**src/rtl/muldiv_iter.sv**
```systemverilog
// muldiv_iter: shared iterative multiply/divide engine for the EX stage.
// Ports:
//   clk, resetn          clock, synchronous active-low reset
//   start_i, op_i        request (sampled in IDLE only); 00 multu, 01 mult, 10 divu, 11 div
//   opdata1_i/opdata2_i  multiplicand/dividend, multiplier/divisor
//   annul_i              abort the requested or in-flight operation
//   busy_o, ready_o      engine not idle; one-cycle result-valid pulse
//   result_o             {hi, lo} = product, or {remainder, quotient}
//   div_by_zero_o        divisor was zero; valid with ready_o, held afterwards
module muldiv_iter #(
  parameter int unsigned WIDTH    = 32,
  parameter int unsigned MUL_BITS = 1
) (
  input  logic                 clk,
  input  logic                 resetn,
  input  logic                 start_i,
  input  logic [1:0]           op_i,
  input  logic [WIDTH-1:0]     opdata1_i,
  input  logic [WIDTH-1:0]     opdata2_i,
  input  logic                 annul_i,
  output logic                 busy_o,
  output logic                 ready_o,
  output logic [2*WIDTH-1:0]   result_o,
  output logic                 div_by_zero_o
);

  localparam int unsigned W2    = 2 * WIDTH;
  localparam int unsigned N_MUL = WIDTH / MUL_BITS;
  localparam int unsigned CNT_W = $clog2(WIDTH) + 1;

  typedef enum logic [1:0] {S_IDLE, S_CALC, S_FIX, S_DONE} state_t;

  state_t             r_state;
  state_t             w_state_nxt;
  logic [W2-1:0]      r_acc;     // product accumulator; hi half is the partial remainder for divide
  logic [W2-1:0]      r_a;       // shifting multiplicand, or divisor in the low half
  logic [WIDTH-1:0]   r_b;       // multiplier bits still to retire, or dividend/quotient shifter
  logic [CNT_W-1:0]   r_cnt;
  logic               r_is_div;
  logic               r_neg_a;
  logic               r_neg_b;

  logic               w_accept;
  logic               w_dbz_in;
  logic [WIDTH-1:0]   w_abs1;
  logic [WIDTH-1:0]   w_abs2;
  logic               w_last;
  logic [W2-1:0]      w_pp;
  logic [WIDTH-1:0]   w_rem;
  logic [WIDTH:0]     w_shift;
  logic [WIDTH:0]     w_sub;
  logic               w_qbit;
  logic [W2-1:0]      w_prod_fix;
  logic [WIDTH-1:0]   w_quo_fix;
  logic [WIDTH-1:0]   w_rem_fix;
  logic [W2-1:0]      w_fixed;

  assign w_accept = start_i & ~annul_i;
  assign w_dbz_in = op_i[1] & (opdata2_i == '0);
  // magnitudes only for signed ops (op_i[0])
  assign w_abs1   = (op_i[0] & opdata1_i[WIDTH-1]) ? (~opdata1_i + WIDTH'(1)) : opdata1_i;
  assign w_abs2   = (op_i[0] & opdata2_i[WIDTH-1]) ? (~opdata2_i + WIDTH'(1)) : opdata2_i;
  assign w_last   = (r_cnt == (r_is_div ? CNT_W'(WIDTH - 1) : CNT_W'(N_MUL - 1)));

  // multiply step: partial product of the next MUL_BITS multiplier bits
  assign w_pp     = r_a * W2'(r_b[MUL_BITS-1:0]);

  // restoring divide step: bring in next dividend bit, subtract if it fits
  assign w_rem    = r_acc[W2-1:WIDTH];
  assign w_shift  = {w_rem, r_b[WIDTH-1]};
  assign w_qbit   = (w_shift >= {1'b0, r_a[WIDTH-1:0]});
  assign w_sub    = w_shift - {1'b0, r_a[WIDTH-1:0]};

  // sign fix-up of magnitude results
  assign w_prod_fix = (r_neg_a ^ r_neg_b) ? (~r_acc + W2'(1)) : r_acc;
  assign w_quo_fix  = (r_neg_a ^ r_neg_b) ? (~r_b + WIDTH'(1)) : r_b;
  assign w_rem_fix  = r_neg_a ? (~w_rem + WIDTH'(1)) : w_rem;
  assign w_fixed    = r_is_div ? {w_rem_fix, w_quo_fix} : w_prod_fix;

  // state register
  always_ff @(posedge clk) begin
    if (!resetn) r_state <= S_IDLE;
    else         r_state <= w_state_nxt;
  end

  // next-state logic
  always_comb begin
    w_state_nxt = r_state;
    case (r_state)
      S_IDLE: if (w_accept) w_state_nxt = w_dbz_in ? S_DONE : S_CALC;
      S_CALC: begin
        if (annul_i)     w_state_nxt = S_IDLE;
        else if (w_last) w_state_nxt = S_FIX;
      end
      S_FIX:  w_state_nxt = annul_i ? S_IDLE : S_DONE;
      S_DONE: w_state_nxt = S_IDLE;
      default: w_state_nxt = S_IDLE;
    endcase
  end

  // datapath and registered outputs
  always_ff @(posedge clk) begin
    if (!resetn) begin
      r_acc         <= '0;
      r_a           <= '0;
      r_b           <= '0;
      r_cnt         <= '0;
      r_is_div      <= 1'b0;
      r_neg_a       <= 1'b0;
      r_neg_b       <= 1'b0;
      busy_o        <= 1'b0;
      ready_o       <= 1'b0;
      result_o      <= '0;
      div_by_zero_o <= 1'b0;
    end else begin
      busy_o  <= (w_state_nxt != S_IDLE);
      ready_o <= 1'b0;
      case (r_state)
        S_IDLE: begin
          if (w_accept) begin
            r_is_div <= op_i[1];
            r_neg_a  <= op_i[0] & opdata1_i[WIDTH-1];
            r_neg_b  <= op_i[0] & opdata2_i[WIDTH-1];
            r_cnt    <= '0;
            r_acc    <= '0;
            if (op_i[1]) begin
              r_a <= W2'(w_abs2);
              r_b <= w_abs1;
            end else begin
              r_a <= W2'(w_abs1);
              r_b <= w_abs2;
            end
            // zero divisor short-circuits straight to DONE with the raw dividend in hi
            if (w_dbz_in) begin
              result_o      <= {opdata1_i, {WIDTH{1'b1}}};
              div_by_zero_o <= 1'b1;
              ready_o       <= 1'b1;
            end
          end
        end
        S_CALC: begin
          r_cnt <= r_cnt + CNT_W'(1);
          if (r_is_div) begin
            r_acc[W2-1:WIDTH] <= WIDTH'(w_qbit ? w_sub : w_shift);
            r_b               <= WIDTH'({r_b, w_qbit});
          end else begin
            r_acc <= r_acc + w_pp;
            r_a   <= r_a << MUL_BITS;
            r_b   <= r_b >> MUL_BITS;
          end
        end
        S_FIX: begin
          if (!annul_i) begin
            result_o      <= w_fixed;
            div_by_zero_o <= 1'b0;
            ready_o       <= 1'b1;
          end
        end
        default: ;
      endcase
    end
  end

endmodule

```
**config.mk**
```make
export PLATFORM = sky130hd
export DESIGN_NAME = muldiv_iter
export DESIGN_NICKNAME = d
export VERILOG_FILES = /design/src/rtl/muldiv_iter.sv
export SDC_FILE = /design/constraint.sdc
export NUM_CORES = 1
export LEC_CHECK = 0
export ABC_AREA = 0
export BUFFER_PORTS_ARGS = -buffer_cell sky130_fd_sc_hd__buf_2
export CAP_MARGIN = 20
export CORE_MARGIN = 2
export CORE_UTILIZATION = 50
export CTS_CLUSTER_DIAMETER = 150
export CTS_CLUSTER_SIZE = 40
export DETAILED_ROUTE_END_ITERATION = 6
export GPL_ROUTABILITY_DRIVEN = 0
export PLACE_DENSITY = 0.68
export SETUP_SLACK_MARGIN = 0.3
export SLEW_MARGIN = 5
export SYNTH_ARGS = -nofsm -noshare
export SYNTH_HDL_FRONTEND = slang
export SYNTH_SLANG_ARGS = --single-unit
```
**constraint.sdc**
```tcl
create_clock -name clk -period 8.2 [get_ports clk]
set_input_delay 1.64 -clock clk [delete_from_list [all_inputs] [get_ports clk]]
set_output_delay 1.64 -clock clk [all_outputs]
set_load 0.03 [all_outputs]
```
## After elaboration in Yosys (flattened, before gate mapping)

Index checks and enable logic that the tools add are counted.

- Add/subtract/negate cells: 8
- Multipliers: 1
- $lt $le $gt $ge: 1
- Eq/ne operators: 8
- Mux-type cells: 39
- Bitwise operators: 11
- Reductions and logical operators: 9

Operators by type and width:

| operator | number |
|---|---|
| $mux 64 | 8 |
| $pmux 64 s2 | 3 |
| $mux 32 | 11 |
| $add 32x1->32 const B | 4 |
| $not 32->32 | 4 |
| $add 64x1->64 const B | 1 |
| $add 64x64->64 | 1 |
| $mul 64x1->64 | 1 |
| $not 64->64 | 1 |
| $pmux 32 s2 | 1 |
| $ge 33x32->1 | 1 |
| $logic_not 32->1 | 1 |
| $sub 32x32->32 | 1 |
| $pmux 6 s2 | 1 |
| $mux 2 | 5 |
| $ne 2x2->1 const B | 4 |
| $pmux 2 s4 | 1 |
| $add 6x1->6 const B | 1 |
| $eq 6x5->1 const B | 1 |
| $mux 1 | 6 |
| $mux 6 | 1 |
| $reduce_bool 2->1 | 3 |
| $and 1x1->1 | 4 |
| $eq 2x2->1 const B | 2 |
| 8 further kinds | 10 |

- Register bits after elaboration: 238
- Output and inout port bits: 67
- Logic and storage cells: 90

## Longest topological paths before layout

Gate-level depths: netlist of run 1.

- Depth after elaboration: 6
- Depth in mapped cells: 16

## Worst setup path after synthesis of run 1

Ideal clock, no wire load.

- Kind: in2reg
- Start point: input opdata1_i[0]
- End point: register r_a[24]
- Setup time: 0.086 ns
- Arrival time: 3.980 ns
- Data required time: 8.114 ns
- Slack: 4.134 ns
- Stages on the path: 13
- Path through: inv_1 -> ha_1 -> or4b_2 -> nor4_2 -> and2_1 -> buf_2 -> nand2_1 -> o41ai_2 -> xor2_1 -> and2_1 -> a211oi_1 -> a211oi_1 -> a211oi_1

- Word-level cells in the longest chain between the ends: 6

RTL lines:

| item | line | source |
|---|---|---|
| from (decl) | 18 | `input logic [WIDTH-1:0] opdata1_i,` |
| $not 32->32 | 61 | `assign w_abs1 = (op_i[0] & opdata1_i[WIDTH-1]) ? (~opdata1_i + WIDTH'(1)) : opdata1_i;` |
| $add 32x1->32 | 61 |  |
| $mux 32 | 61 |  |
| $mux 32 | 126 | `if (op_i[1]) begin` |
| $mux 64 | 120 | `if (w_accept) begin` |
| $pmux 64 s2 | 118 | `case (r_state)` |
| to (signal assigned) | 127 | `r_a <= W2'(w_abs2);` |
| to (signal assigned) | 130 | `r_a <= W2'(w_abs1);` |
| to (signal assigned) | 148 | `r_a <= r_a << MUL_BITS;` |
| to (decl) | 36 | `logic [W2-1:0] r_a;` |

Every way passes these cells. The select of a mux whose other input is x is not followed.
A chain may end at the register's enable or synchronous reset.

## Worst setup path in the final report of run 1

- Start point: register r_b[0]
- End point: register r_acc[41]

- Word-level cells in the longest chain between the ends: 4

RTL lines:

| item | line | source |
|---|---|---|
| from (decl) | 37 | `logic [WIDTH-1:0] r_b;` |
| from (signal assigned) | 128 | `r_b <= w_abs1;` |
| from (signal assigned) | 131 | `r_b <= w_abs2;` |
| from (signal assigned) | 145 | `r_b <= WIDTH'({r_b, w_qbit});` |
| $mul 64x1->64 | 66 | `assign w_pp = r_a * W2'(r_b[MUL_BITS-1:0]);` |
| $add 64x64->64 | 147 | `r_acc <= r_acc + w_pp;` |
| $mux 32 | 143 | `if (r_is_div) begin` |
| $pmux 64 s2 | 118 |  |
| to (signal, indexed assignment) | 144 | `r_acc[W2-1:WIDTH] <= WIDTH'(w_qbit ? w_sub : w_shift);` |
| to (signal assigned) | 147 |  |
| to (decl) | 35 | `logic [W2-1:0] r_acc;` |

Every way passes these cells.

==> reports/metrics.yaml, run 1 <==
status: "completed"
synth_seq_cells: 238
cts_setup_buffers: 0
syn_nets: 2947
cp-start-kind: "flip-flop"
avgSynthCellArea_um2: 7.236
holdWs_ns: 0.4621
synth-xor-area-share_pct: 9.643
syn-instance-count: 2774
cts_num_sinks: 238
wl_um: 70800
fin_crit_sh_pct: 55.40
period_needed_ns: 4.543
skew_ns: 0.03419
whs_path_depth: 2
yosysSeqAreaShare_pct: 23.74
synth_adder_area_share_pct: 6.495
fin_setup_tns_ns: 0
slew_headroom_pct: 25.98
multi_input_area_mm2: 0.01427
crit_family: "compound AO/OA/AOI/OAI gates"
setup_violations: 0
hpwl_um: 53910
yosysUniqueCellTypes: 89
cts_hold_buf: 0
cp.required_ns: 8.62
core_mm2: 0.03964
drc_errors: 0
dp.cells: 3275
synthArstFlopShare_pct: 0
wire_per_inst_um: 21.51
comb_power_share_pct: 24.7
detail-route-antenna-nets: 0
clock_latency_ns: 0.52
synth-edff-count: 0
clkPwrFrac_pct: 26.9
final_cells: 3291
powerDensity_mw_per_mm2: 119.3
min_path_type: "flip-flop to flip-flop"
intPower_uw: 1652
cpMostUsedCell: "o21ai_0"
start_util_pct: 50.64
report.final.slew_viol_count: 0
path_depth: 14
drive_gt1_share_pct: 8.568
final_nets: 2936
numCtsBuffers: 10
seqCellArea_mm2: 0.004768
grt_pass1_wl_um: 108000
viasPerCell: 6.452
worst-path-buf-inv: 2
die_area_mm2: 0.04177
cts_tree: "built"
max_clock_freq_mhz: 220.1
cp_max_fo: 39
r2r_cells: 14
grt_pass1_vias: 19110
synth_compound_area_share_pct: 31.71
gr-usage-all-layers_pct: 32.61
power.total_uw: 2539
clk_path_buf_depth: 3
grt-ovfl-total: 0
tightest_slew_ns: 1.105
vias: 21230
postLayoutCoreUtil_pct: 53.68
synth_warnings: 0
synth-simple-area-share_pct: 21.01
cts_resized: 0
place.port_buffers: 136
critPathKind: "flip-flop to flip-flop"
syn2layout_area_growth_pct: 6.015
dr.pass1.iters: 6
net-switching-power_uw: 887.0
max-vdd-ir-drop_v: 0.0001161
netlist_area_mm2: 0.02007
critPathMaxStageDelay_ns: 0.76
diodes: 0
slowest_stage: "inv_1"
end_kind: "flip-flop"
swShare_pct: 34.94
antenna_found_initial: 0
rsz0062_at_grt: "false"
synth_ff_type: "dfxtp_1"
seq_power_share_pct: 48.5
synth_top_family_by_area: "compound AO/OA/AOI/OAI gates"
nFillCells: 3882
crit_chain: "buf_4, inv_1, nor2_1, ha_1, a21oi_1, o211ai_1, a41oi_1, nand2_1, o21ai_0, o21ai_0, a21oi_1, o21ai_0, xor2_1, a221o_1"
hold_viol: 0
p_leak_uw: 0.008707
clkSlewWorstSetupHoldPaths_ns: 0.16
die_h_um: 204.4
rows: 73
synthMuxAreaShare_pct: 1.963
h-tree-depth: 1
max_cap_violations: 0
boundaryPins: 137
worstPathArrival_ns: 4.96
grt_start_max_net_pins: 100
drtIter0Drc: 2674
cts_root_buf: "clkbuf_16"
dieWidth_um: 204.4
==> kinds of logic after synthesis <==
| logic type | Yosys count |
|---|---|
| flops | 238 |
| compound gates | 976 |
| simple gates | 915 |
| buf+inv | 283 |
| fa+ha+maj | 103 |
| xor+xnor | 221 |
| mux | 38 |
==> worst register-to-register path, cell delays in order, from the launching register on <==
cell and delay, ns:
dfxtp_1 0.33, buf_4 0.22, inv_1 0.78, nor2_1 0.23
ha_1 0.41, a21oi_1 0.25, o211ai_1 0.14, a41oi_1 0.26
nand2_1 0.09, o21ai_0 0.50, o21ai_0 0.20, a21oi_1 0.35
o21ai_0 0.15, xor2_1 0.18, a221o_1 0.33
==> cells in the mapped netlist (32+ instances only) <==
cell type,count,area [um2]
a22oi_1,63,473.0
a211oi_1,99,743.2
nor3_1,50,250.2
a21oi_1,290,1451
ha_1,101,1264
clkbuf_1,162,608.1
o31ai_1,32,240.2
a21o_1,56,420.4
nand4_1,34,212.7
nand3_1,48,240.2
xor2_1,91,797.0
mux2i_1,36,360.4
o211ai_1,46,345.3
inv_1,96,360.4
xnor2_1,130,1139
and2_1,49,306.5
nand2_1,235,882.1
o21ai_0,173,865.8
nor2_1,355,1333
dfxtp_1,238,4765
a31oi_1,41,256.5
==> routing by layer <==
layer | vias up | routed length, um | track usage, %
met5 | - | 0 | 0
met4 | 0 | 3868 | 16.12
met3 | 198 | 6341 | 3.571
met2 | 1092 | 30480 | 50.44
met1 | 9880 | 30110 | 45.01
li1 | 10060 | - | -
==> cells in the final DEF, fill, tap and decap left out, types with 17 or more instances in the layout <==
cell,n
a211oi_1,99
nand2_1,235
o31ai_1,32
nor2_1,352
buf_2,136
nor2b_1,25
nor3_1,49
and2_1,49
mux2i_1,36
a311oi_1,22
a21o_1,56
nand2b_1,19
nand3_1,48
nand4_1,34
o21ai_0,173
o21a_1,17
ha_1,101
xnor2_1,129
buf_4,27
inv_1,95
nor4_1,20
a31oi_1,41
o211ai_1,46
a21oi_1,289
and3_1,22
dfxtp_1,237
a22oi_1,63
xor2_1,90
==> layout make-up <==
cell class                      instances  area share [%]
Clock buffer                           11           1.294
Clock inverter                          4          0.2587
Inverter                               97           1.723
Multi-Input combinational cell       2253           67.08
Sequential cell                       238           22.41
Tap cell                              525           3.087
Timing Repair Buffer                  163           4.151
==> flip-flops by register name, summed over array words and instances, names as in the netlist <==
name / count
r_state: 2
r_a: 64
r_cnt: 6
r_neg_a: 1
busy_o: 1
div_by_zero_o: 1
r_acc: 64
ready_o: 1
r_neg_b: 1
r_is_div: 1
result_o: 64
r_b: 32
==> worst paths after layout <==
check                             startpoint      endpoint  slack [ns]
worst max-delay path                  r_b[0]     r_acc[41]        3.66
worst min-delay path            result_o[62]  result_o[62]        0.46
worst max register to register        r_b[0]     r_acc[41]        3.66
worst min register to register  result_o[62]  result_o[62]        0.46
==> power groups by stage <==
stage | clock network, uW | logic (uW) | registers, uW
final | 683 | 626 | 1230
after global routing | 728 | 672 | 1230
after CTS | 694 | 606 | 1230
after detailed placement | 0 | 601 | 1250
after global placement | 0 | 594 | 1250
after floorplan | 0 | 426 | 1230
==> metrics by stage <==
| stage | area (um2) | worst slack (ns) |
|---|---|---|
| final | 21280 | 3.657 |
| after detailed placement | 20940 | 3.523 |
| after global routing | 21280 | 3.225 |
| after global placement | 20940 | 3.584 |
| after CTS | 21270 | 3.752 |
| after floorplan | 20070 | 4.134 |
No activity file was read; power rests on OpenSTA's default activity.
==> inputs of run 2 (changes only) <==
==> constraint.sdc (replaced) <==
create_clock -name clk -period 4.5 [get_ports clk]
set_input_delay 0.9 -clock clk [delete_from_list [all_inputs] [get_ports clk]]
set_output_delay 0.9 -clock clk [all_outputs]
set_load 0.03 [all_outputs]
==> reports/metrics.yaml, run 2 (synthesis results as in run 1) <==
place.port_buffers: 136  # unchanged
min_path_type: "flip-flop to flip-flop"
skew_ns: 0.04016  # +0.005977 ns
viasPerCell: 6.451  # about the same
worstPathArrival_ns: 4.45  # -0.51 ns
holdWs_ns: 0.4656  # +0.003519 ns
slew_headroom_pct: 30.44  # +4.5 points
max_clock_freq_mhz: 248.6  # +13%
fin_setup_tns_ns: 0  # unchanged
final_cell_mix: "352 x nor2_1, 289 x a21oi_1, 237 x dfxtp_1"
rsz0062_at_grt: "false"
rows: 73  # unchanged
hpwl_um: 55270  # +2.5%
postLayoutSetupSlackWorst_ns: 0.4771  # -3.180 ns
tightest_slew_ns: 1.040  # -0.06543 ns
boundaryPins: 137  # unchanged
vias: 21440  # +0.97%
fin_crit_sh_pct: 89.40  # +34 points
die_h_um: 204.4  # unchanged
grt_pass1_vias: 19530  # +2.2%
powerDensity_mw_per_mm2: 215.9  # +81%
cts_root_buf: "clkbuf_16"
cp.required_ns: 4.92  # -3.70 ns
hold_viol: 0  # unchanged
numCtsBuffers: 10  # unchanged
drtIter0Drc: 2615  # -2.2%
cp-start-kind: "flip-flop"
core_mm2: 0.03964  # unchanged
cts_num_sinks: 238  # unchanged
largestRegisters: "r_a x64, r_acc x64, result_o x64"
clkSlewWorstSetupHoldPaths_ns: 0.16  # about the same
drc_errors: 0  # unchanged
max-vdd-ir-drop_v: 0.0002177  # +87%
nFillCells: 3823  # -1.5%
wl_um: 71970  # +1.7%
r2r-start: "r_b[0]"
grt-ovfl-total: 0  # unchanged
p_leak_uw: 0.008865  # +1.8%
status: "completed"
period_needed_ns: 4.023  # -0.5196 ns
end_kind: "flip-flop"
setup_violations: 0  # unchanged
dp_slack_ns: 0.6073  # -2.916 ns
critPathKind: "flip-flop to flip-flop"
h-tree-depth: 1  # unchanged
cts_tree: "built"
grt_start_max_net_pins: 93  # -7.0%
start_util_pct: 50.64  # unchanged
cts_hold_buf: 0  # unchanged
detail-route-antenna-nets: 0  # unchanged
clk_path_buf_depth: 3  # unchanged
final_nets: 2966  # +1.0%
report.final.slew_viol_count: 0  # unchanged
mostFrequentLayoutCell: "nor2_1"
syn2layout_area_growth_pct: 7.337
dr.pass1.iters: 6  # unchanged
min_from: "result_o[61]"
clock_latency_ns: 0.54  # +0.02 ns
cp_max_fo: 19  # -51%
grt_pass1_wl_um: 110400  # +2.2%
gr-usage-all-layers_pct: 33.35  # +0.74 points
die_area_mm2: 0.04177  # unchanged
antenna_found_initial: 1  # +1
max_cap_violations: 0  # unchanged
cp-startpoint: "r_b[0]"
drive_gt1_share_pct: 9.582  # +1.0 points
dieWidth_um: 204.4  # unchanged
wire_per_inst_um: 21.66  # +0.67%
## run 2: cell types whose count changed in the layout (fill, tap and decap cells not counted), sizes merged
cell,before,now
clkinv,4,1
inv,97,99
buf,163,193
clkbuf,11,12
clkinvlp,0,1
diode,0,1
## run 2: area by class of cell
cell class	instances	area, um2	area share, %
clock buffers	12	279.0	1.295
repair buffers	193	1145	5.314
well taps	525	656.9	3.049
inverters	97	366.6	1.702
multi-input cells	2253	14280	66.28
clock inverters	4	46.29	0.2149
flip-flops and latches	238	4768	22.13
diodes	1	2.502	0.01161
## run 2: per-layer routing
layer | routed length [um] | up-vias | GRT usage [%]
li1 | - | 10110 | -
met1 | 30270 | 10090 | 45.28
met2 | 31330 | 1039 | 52.45
met3 | 6724 | 193 | 4.767
met4 | 3637 | 0 | 14.80
met5 | 0 | - | 0
## run 2: worst paths after layout
kind | cells after the start | to | slack, ns
setup / recovery | 14 | r_acc[47] | 0.48
hold / removal | 2 | result_o[61] | 0.47
setup reg to reg | 14 | r_acc[47] | 0.48
hold reg to reg | 2 | result_o[61] | 0.47
## run 2: stage by stage
step / util (%) / instances / power, uW / instance area, um2
finish: 54.35 / 3323 / 4652 / 21550
global route: 54.35 / 3322 / 4820 / 21540
CTS: 54.30 / 3321 / 4623 / 21530
detailed placement: 53.48 / 3305 / 3400 / 21200
global placement: 53.42 / 3303 / 3380 / 21180
floorplan: - / 2774 / 3024 / 20070
## run 2: power by group
part,switching (uW),internal (uW),total (uW)
Clock,774,473,1250
Combinational,771,387,1160
Sequential,83.4,2160,2250
Total,1630,3020,4650
## run 2: worst max-delay path, cell delays in order (launching register included)
cell,delay (ns)
dfxtp_1,0.35
inv_1,0.51
buf_4,0.24
nor2_1,0.05
ha_1,0.33
a21oi_1,0.25
o21ai_0,0.15
a32o_1,0.26
a21boi_2,0.21
o21ai_2,0.15
a221o_1,0.40
o21ai_1,0.37
o21ai_0,0.17
xor2_1,0.17
a221o_1,0.32
## run 2: timing repair
action                     CTS  global route
buffers inserted             0             0
resized for setup            0             1
setup endpoints to repair    0             1
